File: src/rtl/tictactoe_text_overlay_if.sv
// Character-buffer write port of the TicTacToe text overlay.
// The master drives write strobes; the overlay answers with a one-cycle error pulse.
interface tictactoe_text_overlay_if;
  logic       wr_en;
  logic [2:0] wr_line;
  logic [4:0] wr_col;
  logic [6:0] wr_char;
  logic       wr_err;

  modport master (output wr_en, wr_line, wr_col, wr_char, input wr_err);
  modport slave  (input wr_en, wr_line, wr_col, wr_char, output wr_err);
endinterface

File: src/rtl/tictactoe_text_overlay.sv
// Multi-line text painter for the TicTacToe VGA display.
// Two-stage pixel pipeline: stage 1 looks up the character and addresses the
// font ROM, stage 2 turns the returned font row into text_on/text_rgb with
// per-line colour, per-line blink and an inverted-video cursor cell.
module tictactoe_text_overlay #(
  parameter int N_LINES        = 2,
  parameter int CHARS_PER_LINE = 16,
  parameter int SCALE_LOG2     = 1,
  parameter int ORIGIN_X       = 0,
  parameter int ORIGIN_Y       = 64
) (
  input  logic                     clk,
  input  logic                     rst_n,
  input  logic                     pixel_tick,
  input  logic [9:0]               pix_x,
  input  logic [9:0]               pix_y,
  input  logic                     clk1Hz,
  tictactoe_text_overlay_if.slave  wr_bus,
  input  logic [3*N_LINES-1:0]     line_rgb,
  input  logic [N_LINES-1:0]       line_blink,
  input  logic                     cur_en,
  input  logic [2:0]               cur_line,
  input  logic [4:0]               cur_col,
  input  logic [7:0]               font_word,
  output logic [10:0]              rom_addr,
  output logic                     text_on,
  output logic [2:0]               text_rgb
);

  localparam int          CELL_W = 8 << SCALE_LOG2;
  localparam int          CELL_H = 16 << SCALE_LOG2;
  localparam logic [11:0] WIN_W  = 12'(CHARS_PER_LINE * CELL_W);
  localparam logic [11:0] WIN_H  = 12'(N_LINES * CELL_H);
  localparam logic [10:0] ORG_X  = 11'(ORIGIN_X);
  localparam logic [10:0] ORG_Y  = 11'(ORIGIN_Y);
  localparam logic [6:0]  SPACE  = 7'h20;

  // Character buffer and write error flag
  logic [6:0] char_q [N_LINES][CHARS_PER_LINE];
  logic [6:0] char_d [N_LINES][CHARS_PER_LINE];
  logic       wr_err_q, wr_err_d;
  logic       wr_ok;

  // Blink synchroniser, edge detector and phase
  logic sync1_q, sync1_d, sync2_q, sync2_d, prev_q, prev_d, phase_q, phase_d;

  // Stage 1 registers
  logic        s1_valid_q, s1_valid_d;
  logic        s1_in_win_q, s1_in_win_d;
  logic [2:0]  s1_line_q, s1_line_d;
  logic [2:0]  s1_bit_q, s1_bit_d;
  logic        s1_cur_q, s1_cur_d;
  logic [10:0] rom_addr_q, rom_addr_d;

  // Stage 2 registers
  logic       text_on_q, text_on_d;
  logic [2:0] text_rgb_q, text_rgb_d;

  // Stage 1 combinational helpers
  logic [10:0] dx, dy;
  logic        in_win;
  logic [4:0]  col;
  logic [2:0]  line;
  logic [3:0]  row;
  logic [2:0]  bit_idx;
  logic [6:0]  rd_char;

  // Stage 2 combinational helpers
  logic [2:0]  lcol;
  logic        blink_en;
  logic        font_bit;

  // Decode a write request: accept in-range writes, flag out-of-range ones
  always_comb begin
    wr_ok    = wr_bus.wr_en && (int'(wr_bus.wr_line) < N_LINES) &&
               (int'(wr_bus.wr_col) < CHARS_PER_LINE);
    wr_err_d = wr_bus.wr_en && !wr_ok;
    char_d   = char_q;
    for (int l = 0; l < N_LINES; l++)
      for (int c = 0; c < CHARS_PER_LINE; c++)
        if (wr_ok && wr_bus.wr_line == 3'(l) && wr_bus.wr_col == 5'(c))
          char_d[l][c] = wr_bus.wr_char;
  end

  // Detect rising edges of the synchronised 1 Hz reference and flip the phase
  always_comb begin
    sync1_d = clk1Hz;
    sync2_d = sync1_q;
    prev_d  = sync2_q;
    phase_d = phase_q ^ (sync2_q & ~prev_q);
  end

  // Map the pixel into window coordinates and fetch the character under it
  always_comb begin
    dx      = {1'b0, pix_x} - ORG_X;
    dy      = {1'b0, pix_y} - ORG_Y;
    in_win  = ({1'b0, pix_x} >= ORG_X) && ({1'b0, dx} < WIN_W) &&
              ({1'b0, pix_y} >= ORG_Y) && ({1'b0, dy} < WIN_H);
    col     = 5'(dx >> (3 + SCALE_LOG2));
    line    = 3'(dy >> (4 + SCALE_LOG2));
    row     = 4'(dy >> SCALE_LOG2);
    bit_idx = 3'(dx >> SCALE_LOG2);
    rd_char = SPACE;
    for (int l = 0; l < N_LINES; l++)
      for (int c = 0; c < CHARS_PER_LINE; c++)
        if (in_win && line == 3'(l) && col == 5'(c))
          rd_char = char_q[l][c];
    s1_valid_d  = s1_valid_q;
    s1_in_win_d = s1_in_win_q;
    s1_line_d   = s1_line_q;
    s1_bit_d    = s1_bit_q;
    s1_cur_d    = s1_cur_q;
    rom_addr_d  = rom_addr_q;
    if (pixel_tick) begin
      s1_valid_d  = 1'b1;
      s1_in_win_d = in_win;
      s1_line_d   = line;
      s1_bit_d    = bit_idx;
      s1_cur_d    = in_win && cur_en && (cur_line == line) && (cur_col == col);
      rom_addr_d  = {rd_char, row};
    end
  end

  // Combine the font row with colour, blink and cursor into the output pixel
  always_comb begin
    lcol     = 3'b000;
    blink_en = 1'b0;
    for (int l = 0; l < N_LINES; l++)
      if (s1_line_q == 3'(l)) begin
        lcol     = line_rgb[3*l +: 3];
        blink_en = line_blink[l];
      end
    font_bit   = font_word[3'd7 - s1_bit_q];
    text_on_d  = text_on_q;
    text_rgb_d = text_rgb_q;
    if (pixel_tick && s1_valid_q) begin
      if (!s1_in_win_q || (blink_en && !phase_q)) begin
        text_on_d  = 1'b0;
        text_rgb_d = 3'b000;
      end else if (s1_cur_q) begin
        text_on_d  = 1'b1;
        text_rgb_d = font_bit ? 3'b000 : lcol;
      end else begin
        text_on_d  = font_bit;
        text_rgb_d = font_bit ? lcol : 3'b000;
      end
    end
  end

  // Buffer and write-error state, written every clk regardless of pixel_tick
  always_ff @(posedge clk or negedge rst_n) begin
    if (!rst_n) begin
      for (int l = 0; l < N_LINES; l++)
        for (int c = 0; c < CHARS_PER_LINE; c++)
          char_q[l][c] <= SPACE;
      wr_err_q <= 1'b0;
    end else begin
      char_q   <= char_d;
      wr_err_q <= wr_err_d;
    end
  end

  // Blink synchroniser and phase; phase starts visible
  always_ff @(posedge clk or negedge rst_n) begin
    if (!rst_n) begin
      sync1_q <= 1'b0;
      sync2_q <= 1'b0;
      prev_q  <= 1'b0;
      phase_q <= 1'b1;
    end else begin
      sync1_q <= sync1_d;
      sync2_q <= sync2_d;
      prev_q  <= prev_d;
      phase_q <= phase_d;
    end
  end

  // Pixel pipeline registers, holding whenever pixel_tick is low
  always_ff @(posedge clk or negedge rst_n) begin
    if (!rst_n) begin
      s1_valid_q  <= 1'b0;
      s1_in_win_q <= 1'b0;
      s1_line_q   <= 3'd0;
      s1_bit_q    <= 3'd0;
      s1_cur_q    <= 1'b0;
      rom_addr_q  <= 11'd0;
      text_on_q   <= 1'b0;
      text_rgb_q  <= 3'b000;
    end else begin
      s1_valid_q  <= s1_valid_d;
      s1_in_win_q <= s1_in_win_d;
      s1_line_q   <= s1_line_d;
      s1_bit_q    <= s1_bit_d;
      s1_cur_q    <= s1_cur_d;
      rom_addr_q  <= rom_addr_d;
      text_on_q   <= text_on_d;
      text_rgb_q  <= text_rgb_d;
    end
  end

  assign wr_bus.wr_err = wr_err_q;
  assign rom_addr      = rom_addr_q;
  assign text_on       = text_on_q;
  assign text_rgb      = text_rgb_q;

endmodule

File: src/flat_wrapper.sv
// flat-port wrapper written by rule: the top's interface ports become plain ports
module tictactoe_text_overlay_flat 
#(
  parameter int N_LINES        = 2,
  parameter int CHARS_PER_LINE = 16,
  parameter int SCALE_LOG2     = 1,
  parameter int ORIGIN_X       = 0,
  parameter int ORIGIN_Y       = 64
)
  (clk, rst_n, pixel_tick, pix_x, pix_y, clk1Hz, line_rgb, line_blink, cur_en, cur_line, cur_col, font_word, rom_addr, text_on, text_rgb, wr_bus_wr_en, wr_bus_wr_line, wr_bus_wr_col, wr_bus_wr_char, wr_bus_wr_err);
  tictactoe_text_overlay_if wr_bus_i ();
  input  logic clk;
  input  logic rst_n;
  input  logic pixel_tick;
  input  logic [9:0] pix_x;
  input  logic [9:0] pix_y;
  input  logic clk1Hz;
  input  logic [3*N_LINES-1:0] line_rgb;
  input  logic [N_LINES-1:0] line_blink;
  input  logic cur_en;
  input  logic [2:0] cur_line;
  input  logic [4:0] cur_col;
  input  logic [7:0] font_word;
  output logic [10:0] rom_addr;
  output logic text_on;
  output logic [2:0] text_rgb;
  input wire logic [$bits(wr_bus_i.wr_en)-1:0] wr_bus_wr_en;
  input wire logic [$bits(wr_bus_i.wr_line)-1:0] wr_bus_wr_line;
  input wire logic [$bits(wr_bus_i.wr_col)-1:0] wr_bus_wr_col;
  input wire logic [$bits(wr_bus_i.wr_char)-1:0] wr_bus_wr_char;
  output wire logic [$bits(wr_bus_i.wr_err)-1:0] wr_bus_wr_err;
  assign wr_bus_i.wr_en = wr_bus_wr_en;
  assign wr_bus_i.wr_line = wr_bus_wr_line;
  assign wr_bus_i.wr_col = wr_bus_wr_col;
  assign wr_bus_i.wr_char = wr_bus_wr_char;
  assign wr_bus_wr_err = wr_bus_i.wr_err;
  tictactoe_text_overlay #(.N_LINES(N_LINES), .CHARS_PER_LINE(CHARS_PER_LINE), .SCALE_LOG2(SCALE_LOG2), .ORIGIN_X(ORIGIN_X), .ORIGIN_Y(ORIGIN_Y)) u_core (.clk(clk), .rst_n(rst_n), .pixel_tick(pixel_tick), .pix_x(pix_x), .pix_y(pix_y), .clk1Hz(clk1Hz), .wr_bus(wr_bus_i), .line_rgb(line_rgb), .line_blink(line_blink), .cur_en(cur_en), .cur_line(cur_line), .cur_col(cur_col), .font_word(font_word), .rom_addr(rom_addr), .text_on(text_on), .text_rgb(text_rgb));
endmodule
File: config.mk
export PLATFORM = sky130hd
export DESIGN_NAME = tictactoe_text_overlay_flat
export DESIGN_NICKNAME = d
export VERILOG_FILES = /design/src/rtl/tictactoe_text_overlay_if.sv /design/src/rtl/tictactoe_text_overlay.sv /design/src/flat_wrapper.sv
export SDC_FILE = /design/constraint.sdc
export NUM_CORES = 1
export LEC_CHECK = 0
export CORE_UTILIZATION = 25
export DETAILED_ROUTE_END_ITERATION = 10
export GPL_ROUTABILITY_DRIVEN = 1
export SETUP_SLACK_MARGIN = 0.3
export SLEW_MARGIN = 40
export SYNTH_ARGS = -nofsm -noshare
export SYNTH_HDL_FRONTEND = slang
export SYNTH_SLANG_ARGS = --single-unit
File: constraint.sdc
create_clock -name clk -period 2.4 [get_ports clk]
set_input_delay 0.72 -clock clk [delete_from_list [all_inputs] [get_ports clk]]
set_output_delay 0.72 -clock clk [all_outputs]
set_load 0.005 [all_outputs]
== Yosys cells after proc, flatten, opt, wreduce, memory -nomap -nowiden ==
Cells that the tools add are included.

* $add $sub $neg: 2
* $mul: 0
* Divide/modulo/power cells: 0
* Magnitude comparators: 6
* Equality and inequality tests: 35
* Shift operators: 0
* Muxes and demuxes: 44
* Bitwise logic cells: 3
* Reductions and logical operators: 87

{| class="wikitable"
|+ Operators with widths
! operator !! count
|-
| 2-to-1 mux 7 bit || 32
|-
| == test 5 x 4 -> 1 bit (second input constant) || 16
|-
| logical AND 1 bit || 78
|-
| == test 5 x 3 -> 1 bit (second input constant) || 8
|-
| == test 5 x 2 -> 1 bit (second input constant) || 4
|-
| 2-to-1 mux 3 bit || 6
|-
| < comparator 11 x 7 -> 1 bit (second input constant) || 1
|-
| subtractor 10 x 7 -> 11 bit (second input constant) || 1
|-
| == test 5 x 1 -> 1 bit (second input constant) || 2
|-
| greater-or-equal comparator 10 x 7 -> 1 bit (second input constant) || 1
|-
| logical NOT 5 bit || 2
|-
| < comparator 10 x 9 -> 1 bit (second input constant) || 1
|-
| == test 3 x 1 -> 1 bit (second input constant) || 3
|-
| logical NOT 3 bit || 3
|-
| == test 5 bit || 1
|-
| < comparator 5 bit (second input constant) || 1
|-
| 2-to-1 mux 1 bit || 5
|-
| < comparator 3 x 4 -> 1 bit (second input constant) || 1
|-
| binary-select mux 1 bit (select 3 bit) || 1
|-
| == test 3 bit || 1
|-
| logical NOT 1 bit || 3
|-
| < comparator 3 x 2 -> 1 bit (second input constant) || 1
|-
| subtractor 3 bit (first input constant) || 1
|-
| AND 1 bit || 1
|-
| other kinds (3) || 3
|}

* Register bits after elaboration: 253
* Latch bits: 0
* Memory bits (writable): 0
* Bits in read-only memories: 0
* Memories: 0

== Logic depth before layout (Yosys ltp) ==
Gate-level depths: netlist (run 1).

* Depth in word-level cells: 37
* Gate-level depth with buffers: 12

== Least setup slack after synthesis (run 1) ==
Ideal clock, no wire load.

* Path type: in2reg
* Start: input pix_y[6]
* End: register u_core.rom_addr_q[4], in the netlist u_core.rom_addr[4]
* Library setup time: 120 ps
* Data arrival time: 2680 ps
* Slack: -399 ps
* Stages: 11
* Cells stage by stage: inv_1 ha_1 and4b_1 clkbuf_1 buf_4 nand4_1 o21ai_0 nor2_1 nor4_2 o31ai_1 and3_1

* Cells in the longest elaborated chain, start to end: 37
* Elaborated cells between the ends (all ways): 73
* Classes of those cells: add/sub (1); order compare (2); eq/ne (1); mux (32); reduce/logical (37)

{| class="wikitable"
|+ RTL lines
! element !! RTL line !! RTL
|-
| start: declaration || flat_wrapper.sv:16 || <nowiki>input logic [9:0] pix_y;</nowiki>
|-
| subtractor 10 x 7 -> 11 bit / greater-or-equal comparator 10 x 7 -> 1 bit (equally long branches) || tictactoe_text_overlay.sv:96, tictactoe_text_overlay.sv:98 ||
|-
| < comparator 11 x 7 -> 1 bit / logical AND 1 bit (equally long branches) || tictactoe_text_overlay.sv:98, tictactoe_text_overlay.sv:97 ||
|-
| logical AND 1 bit || tictactoe_text_overlay.sv:98 || <nowiki>({1'b0, pix_y} >= ORG_Y) && ({1'b0, dy} < WIN_H);</nowiki>
|-
| logical AND 1 bit (2 in series) || tictactoe_text_overlay.sv:106 || <nowiki>if (in_win && line == 3'(l) && col == 5'(c))</nowiki>
|-
| 2-to-1 mux 7 bit (31 in series) || tictactoe_text_overlay.sv:106 ||
|-
| 2-to-1 mux 7 bit * || tictactoe_text_overlay.sv:106 ||
|-
| end signal: assignment || tictactoe_text_overlay.sv:195 || <nowiki>rom_addr_q <= rom_addr_d;</nowiki>
|-
| end: declaration || tictactoe_text_overlay.sv:53 || <nowiki>logic [10:0] rom_addr_q, rom_addr_d;</nowiki>
|}

Mark *: on every way between the ends. The rest lies on a longest branch, timed or not.
A chain may end at the register's enable or synchronous reset.

== Final worst setup path (run 1) ==
* Start: input pix_x[8]
* End: register u_core.rom_addr_q[4], in the netlist u_core.rom_addr[4]

* Cells in the longest elaborated chain, start to end: 37
* Elaborated cells between the ends (all ways): 85
* Classes of those cells: order compare (1); eq/ne (15); mux (32); reduce/logical (37)

{| class="wikitable"
|+ RTL lines
! element !! RTL line !! RTL
|-
| start: declaration || flat_wrapper.sv:15 || <nowiki>input logic [9:0] pix_x;</nowiki>
|-
| < comparator 10 x 9 -> 1 bit || tictactoe_text_overlay.sv:97 || <nowiki>in_win = ({1'b0, pix_x} >= ORG_X) && ({1'b0, dx} < WIN_W) &&</nowiki>
|-
| logical AND 1 bit || tictactoe_text_overlay.sv:97 ||
|-
| logical AND 1 bit || tictactoe_text_overlay.sv:98 ||
|-
| logical AND 1 bit (2 in series) || tictactoe_text_overlay.sv:106 ||
|-
| 2-to-1 mux 7 bit (31 in series) || tictactoe_text_overlay.sv:106 ||
|-
| 2-to-1 mux 7 bit * || tictactoe_text_overlay.sv:106 ||
|}

Marked as above.

==> results of run 1 <==
[what timing repair did]
action	CTS	global route
resized for setup	131	49
pin swaps	51	37
endpoints found under the setup margin	42	188
setup buffers	30	5
hold buffers	0	0
cloned	4	2
[worst max-delay path: stages]
cell                       delay (ps)
sky130_fd_sc_hd__buf_6            120
sky130_fd_sc_hd__buf_12           140
sky130_fd_sc_hd__or4b_4           530
sky130_fd_sc_hd__buf_6            180
sky130_fd_sc_hd__nor4_2           350
sky130_fd_sc_hd__buf_4            220
sky130_fd_sc_hd__a21oi_1           80
sky130_fd_sc_hd__o21ai_1          100
sky130_fd_sc_hd__o211ai_1         190
sky130_fd_sc_hd__nand4_1          150
sky130_fd_sc_hd__and3_1           150
[where the power goes]
group	leakage (nW)	switching (W)	internal (W)
combinational	4.83	0.000638	0.000586
sequential	3.35	0.000108	0.00443
clock	0.492	0.00186	0.00283
[layout make-up]
| cell class | count | area (um2) |
|---|---|---|
| tap | 680 | 850.8 |
| sequential | 253 | 6372 |
| inverter | 11 | 61.31 |
| multi-input combinational | 778 | 7123 |
| timing repair buffer | 392 | 3742 |
| clock inverter | 13 | 180.2 |
| fill | 4992 | 32250 |
| clock buffer | 39 | 823.3 |
[worst paths after layout]
check	start	endpoint	slack [ps]	cells past startpoint
worst max-delay path	pix_x[8]	u_core.rom_addr[4]	-30	11
worst min-delay path	rst_n	u_core.char_q[174]	90	1
worst max register to register	u_core.char_q[174]	u_core.rom_addr[10]	230	8
worst min register to register	u_core.sync1_q	u_core.prev_d	360	0
max in group asynchronous	rst_n	u_core.char_q[68]	1560	2
min in group clk	u_core.sync1_q	u_core.prev_d	360	0
[logic make-up (layout without fill, tap and decap cells)]
kind of cell,after synthesis,count (layout),share of synthesized area [%]
xor+xnor,12,12,0.8647
buf+inv,83,455,3.122
simple gates,324,325,14.81
compound gates,187,187,10.27
fa+ha+maj,1,1,0.09606
mux,253,253,21.90
flops,253,253,48.93
[synth_stat cells, drive strengths merged (11+ instances only)]
cell type,count
a21oi,22
nor2,76
nand2,63
mux2,236
a31oi,12
inv,11
mux2i,15
nor3,25
nand4,27
dfstp,33
buf,31
nand3,23
nor4,36
clkbuf,41
o21ai,40
dfrtp,220
o22ai,18
[registers in the layout (all words and copies together) (netlist names)]
register / cells
u_core.char_q: 224
u_core.phase_q: 1
u_core.prev_d: 1
u_core.prev_q: 1
u_core.rom_addr: 11
u_core.s1_bit_q: 3
u_core.s1_cur_q: 1
u_core.s1_in_win_q: 1
u_core.s1_line_q: 3
u_core.s1_valid_q: 1
u_core.sync1_q: 1
u_core.text_on: 1
u_core.text_rgb: 3
u_core.wr_bus.wr_err: 1
[per-layer routing]
layer	share of wire [%]	up-vias	routed length, um
li1	-	4931	-
met1	46	5788	22440
met5	0	-	0
met4	2.9	0	1424
met2	44	460	21580
met3	6.5	109	3141
[metrics by stage]
stage                     hold WS [ps]  setup WS [ps]  instances  util (%)
after floorplan                  331.2         -192.5       1113         -
after global placement           335.5          -1373       2073     33.39
after detailed placement         337.0          -1351       2073     33.39
after CTS                        102.6         -52.55       2159     36.64
after global routing             122.8         -84.50       2166     37.26
final                            88.38         -32.18       2166     37.26
==> impl_metrics.yaml, run 1 <==
floorplanning:
  num_io_pins: 81
  initial_core_util_pct: 25.34
  core_area_um2: 51410
  site_rows: 83
  die-area_um2: 53010
  fp.dieW_um: 230.2
  die_y_um: 230.2
timing:
  report.final.setup_viol: 5
  grt_setup_unrepaired: "yes"
  timing.final.crit_share_pct: 101.3
  max_freq_ghz: 0.4112
  slew-limit-headroom_pct: 55.96
  final_hold_viol_count: 0
  tns_ps: -90.61
  skew_ps: 15.63
  setup_slack_ps: -32.18
  post-route-min-period_ps: 2432
  worst_pin_slew_ps: 659.0
  timing_max_transition_violations_final: 0
global_route:
  grt.met3_usage_pct: 2.790
  grt_use_total_pct: 18.35
  first_pass_grt_wire_length_um: 74780
  gr-usage-met1_pct: 26.02
  grt_max_degree: 64
  number_of_global_route_vias_before_repair: 11880
  globalRouteOverflowTotal: 0
  most_crowded_layer_gr: "met2"
  grt_antenna_before_repair: 1
  groute.layer.met2.usage_pct: 28.44
hold_path:
  timing.hold.worst.class: "input pin to async pin"
layout:
  drive_gt1_share_pct: 52.83
  mostFrequentLayoutCells: "sky130_fd_sc_hd__buf_4 (250), sky130_fd_sc_hd__dfrtp_1 (220), sky130_fd_sc_hd__mux2_2 (215)"
  area_delta_synth_final_pct: 47.07
  final_design_area_no_fill_um2: 19150
  antenna-diode-count: 0
  layout_commonest_cell: "sky130_fd_sc_hd__buf_4"
  final_net_count: 1530
routing:
  drt_first_pass_iters: 5
  drt_iter0_drc: 1002
  wire_per_inst_um: 22.43
  route.detailed.drc: 0
  drt.antenna.violating_nets: 0
  route.detailed.vias_per_inst: 5.211
  vias: 11288
  wirelength_um: 48580
placed_design:
  port_buffer_count: 78
  detailed_place.area_um2: 17160
  gp_congestion: 0.9555
  detailed_place_hpwl_um: 34780
power_and_ir_drop:
  peakVddDrop_mv: 0.5081
  p_leak_nw: 8.671
  post-layout-total-power_w: 0.01044
  p_per_area_nw_per_um2: 545.1
run_status:
  run_status: "finished with violations"
  violations: "setup timing"
clock_network:
  clk-insertion-delay-late_ps: 570
  number_of_buffers_between_clock_root_and_the_deepest_sink: 3
  cts.htree.levels: 1
  clkSinkCount: 253
  clk_pin_slew_ps: 60
  tritoncts: "yes"
  clock-root-buffer: "sky130_fd_sc_hd__clkbuf_16"
  cts_buffers: 28
job:
  cap_viol_max_count: 0
synthesis:
  seq_area_frac_synth_pct: 48.93
  synth.area.top_cells: "sky130_fd_sc_hd__dfrtp_1 (42%), sky130_fd_sc_hd__mux2_2 (20%), sky130_fd_sc_hd__dfstp_2 (6.7%)"
  syn-num-nets: 1179
  number_of_synthesized_flops_with_an_enable_pin: 0
  ys_warn_count: 0
  mapped_area_um2: 13020
  post_synth.cell_area_avg_um2: 11.70
  post-synth-top-area-fraction_pct: 42.27
  ys_types: 86
  postSynthRegisterBits: 253
  cell_taking_the_most_area_after_synthesis: "sky130_fd_sc_hd__dfrtp_1"
  async_flop_share_pct: 100.0
  synth_cells: 1113
  postSynth.topFlopCell: "sky130_fd_sc_hd__dfrtp_1"
critical_path:
  timing.setup.critical_path_class: "input pin to flop"
  worst_setup_path_start_kind: "input pin"
  worst_ep_arrival_time_ps: 2930
  timing.critical_path.fanout_max: 8
  critPathCaptureType: "flop"
  worst_ep_required_time_ps: 2900
Note: power is estimated with default switching activity, not from simulation.
==> run 2: changes to the inputs <==
--- a/config.mk
+++ b/config.mk
@@ -8,6 +8,7 @@
 export CORE_UTILIZATION = 25
 export DETAILED_ROUTE_END_ITERATION = 10
 export GPL_ROUTABILITY_DRIVEN = 1
+export REMOVE_ABC_BUFFERS = 1
 export SETUP_SLACK_MARGIN = 0.3
 export SLEW_MARGIN = 40
 export SYNTH_ARGS = -nofsm -noshare
==> run 2 against run 1 <==
Against the previous run: the run still ends with setup timing left; die area is the same; routed wire length up 2.2%; clock power decreased by 3%; clock-buffer cell count up 3; core utilization down 0.18 points; cell count rose by 1.2%; power down 0.94%; fmax decreased by 7.1%; hold slack better by 260 ps; final area down 0.47%; combinational power increased by 4%; clock skew fell by 3.3 ps.
==> impl_metrics.yaml, run 2 (synthesis results as in run 1) <==
critical_path:
  critical_path.cell_chain: "buf_12 -> buf_12 -> buf_8 -> or4bb_4 -> or4_4 -> o21ai_4 -> nor4_2 -> o211ai_1 -> nand4_1 -> and3_1"
  cp-startpoint: "pix_x[8]"
  timing.reg2reg.worst_path_depth: 8
  worst_path_largest_cell_delay_ps: 590
  r2r-end: "u_core.rom_addr[10]"
  worstPathBufferInverterCount: 3
  worst_ep_arrival_time_ps: 3060
  timing.setup.critical_path_class: "input pin to flop"
  regToRegSetupSlack_ps: 340
  critical-path-slowest-cell: "sky130_fd_sc_hd__or4_4"
  worst-path-stages: 10
  timing.critical_path.fanout_max: 5
  timing.critical_path.to: "u_core.rom_addr[4]"
  critPathCaptureType: "flop"
  critical-path-top-cell-by-count: "sky130_fd_sc_hd__buf_12"
  worstReg2RegStart: "u_core.char_q[181]"
  worst_ep_required_time_ps: 2840
  worst_setup_path_start_kind: "input pin"
  gate_family_responsible_for_the_most_delay_along_the_worst_path: "simple AND/OR/NAND/NOR gates"
power_and_ir_drop:
  post-layout-total-power_w: 0.01034
  peakVddDrop_mv: 0.5158
  p_per_area_nw_per_um2: 542.6
  p_leak_nw: 8.731
routing:
  vias: 11293
  wirelength_um: 49640
  route.detailed.drc: 0
  drt_iter0_drc: 1013
  drt.antenna.violating_nets: 0
  route.detailed.vias_per_inst: 5.154
  wire_per_inst_um: 22.65
  drt_first_pass_iters: 5
job:
  cap_viol_max_count: 0
placed_design:
  pre_cts_slack_ps: -1783
  port_buffer_count: 78
  gp_congestion: 0.9799
  detailed_place_hpwl_um: 35180
floorplanning:
  initial_core_util_pct: 25.34
  num_io_pins: 81
  site_rows: 83
  core_area_um2: 51410
  fp.dieW_um: 230.2
  die-area_um2: 53010
  die_y_um: 230.2
hold_path:
  timing.hold.worst.class: "flop to flop"
  holdPathStages: 0
layout:
  post-route-util_pct: 37.08
  fillerInstances: 5005
  mostFrequentLayoutCells: "sky130_fd_sc_hd__buf_4 (284), sky130_fd_sc_hd__mux2_2 (228), sky130_fd_sc_hd__dfrtp_1 (219)"
  layout_commonest_cell: "sky130_fd_sc_hd__buf_4"
  antenna-diode-count: 0
  largest-register: "u_core.char_q"
  area_delta_synth_final_pct: 46.37
  final_net_count: 1555
  number_of_flip_flops_under_the_largest_register_name: 224
  drive_gt1_share_pct: 52.68
timing:
  setup_slack_ps: -219.1
  worst_pin_slew_ps: 610.6
  final_hold_viol_count: 0
  timing_max_transition_violations_final: 0
  timing.final.crit_share_pct: 109.1
  skew_ps: 12.33
  slew-limit-headroom_pct: 58.98
  post-route-min-period_ps: 2619
  grt_setup_unrepaired: "yes"
  report.final.setup_viol: 6
  max_freq_ghz: 0.3818
run_status:
  violations: "setup timing"
  run_status: "finished with violations"
clock_network:
  clk-insertion-delay-late_ps: 560
  cts.htree.levels: 1
  clkSinkCount: 253
  clk_pin_slew_ps: 60
  number_of_buffers_between_clock_root_and_the_deepest_sink: 3
  tritoncts: "yes"
  cts_buffers: 28
  clock-root-buffer: "sky130_fd_sc_hd__clkbuf_16"
global_route:
  grt_antenna_before_repair: 0
  grt_use_total_pct: 18.78
  grt_max_degree: 90
  globalRouteOverflowTotal: 0
  number_of_global_route_vias_before_repair: 11644
  first_pass_grt_wire_length_um: 75130
==> run 2: cell type report <==
cell class / instances / area (um2) / share of cell area [%]
timing repair buffer: 418 / 3810 / 19.99
multi-input combinational: 777 / 7003 / 36.74
clock inverter: 10 / 132.6 / 0.6957
inverter: 11 / 48.80 / 0.2560
sequential: 253 / 6374 / 33.43
clock buffer: 42 / 844.6 / 4.430
tap: 680 / 850.8 / 4.463
==> run 2: worst min-delay path by stage <==
stage,from,slack [ps],end
final,u_core.sync1_q,350,u_core.prev_d
after global routing,u_core.sync1_q,370,u_core.prev_d
after CTS,u_core.sync1_q,350,u_core.prev_d
after detailed placement,u_core.sync1_q,330,u_core.prev_d
after global placement,u_core.sync1_q,340,u_core.prev_d
after floorplan,u_core.sync1_q,330,u_core.prev_d
==> run 2: per-stage QoR <==
stage	instance area (um2)	hold WS, ps	setup TNS, ps	cells
after floorplan	12660	331.2	-6787	1041
after global placement	16670	337.1	-71790	2081
after detailed placement	16670	334.7	-78120	2081
after CTS	18640	349.4	-503.0	2178
after global routing	19060	367.7	-813.1	2191
final	19060	348.7	-637.9	2191
==> run 2: report_power, final <==
group | total, W | internal, W | switching [W]
sequential | 0.00453 | 0.00443 | 0.000105
clock | 0.00454 | 0.00275 | 0.00179
combinational | 0.00127 | 0.000625 | 0.000647
==> run 2: repair_timing <==
item	4_1_cts	5_1_grt
hold buffers	1	0
gates cloned	3	0
endpoints found under the setup margin	142	192
endpoints found under the hold margin	14	0
pin swaps	47	57
setup buffers	41	13
resized for setup	162	84
==> run 2: metal layers <==
layer | routed length (um) | track usage (%) | up-vias
met2 | 23060 | 30.09 | 411
met3 | 3267 | 4.055 | 93
met1 | 21920 | 25.24 | 5811
li1 | - | - | 4978
met4 | 1388 | 5.505 | 0
met5 | 0 | 0 | -
==> run 3: changes to the inputs <==
--- a/config.mk
+++ b/config.mk
@@ -8,6 +8,7 @@
 export CORE_UTILIZATION = 25
 export DETAILED_ROUTE_END_ITERATION = 10
 export GPL_ROUTABILITY_DRIVEN = 1
+export HOLD_SLACK_MARGIN = 0.02
 export REMOVE_ABC_BUFFERS = 1
 export SETUP_SLACK_MARGIN = 0.3
 export SLEW_MARGIN = 40
==> results of run 3 <==
No change in the layout: final DEF, timing and power equal those of run 2.
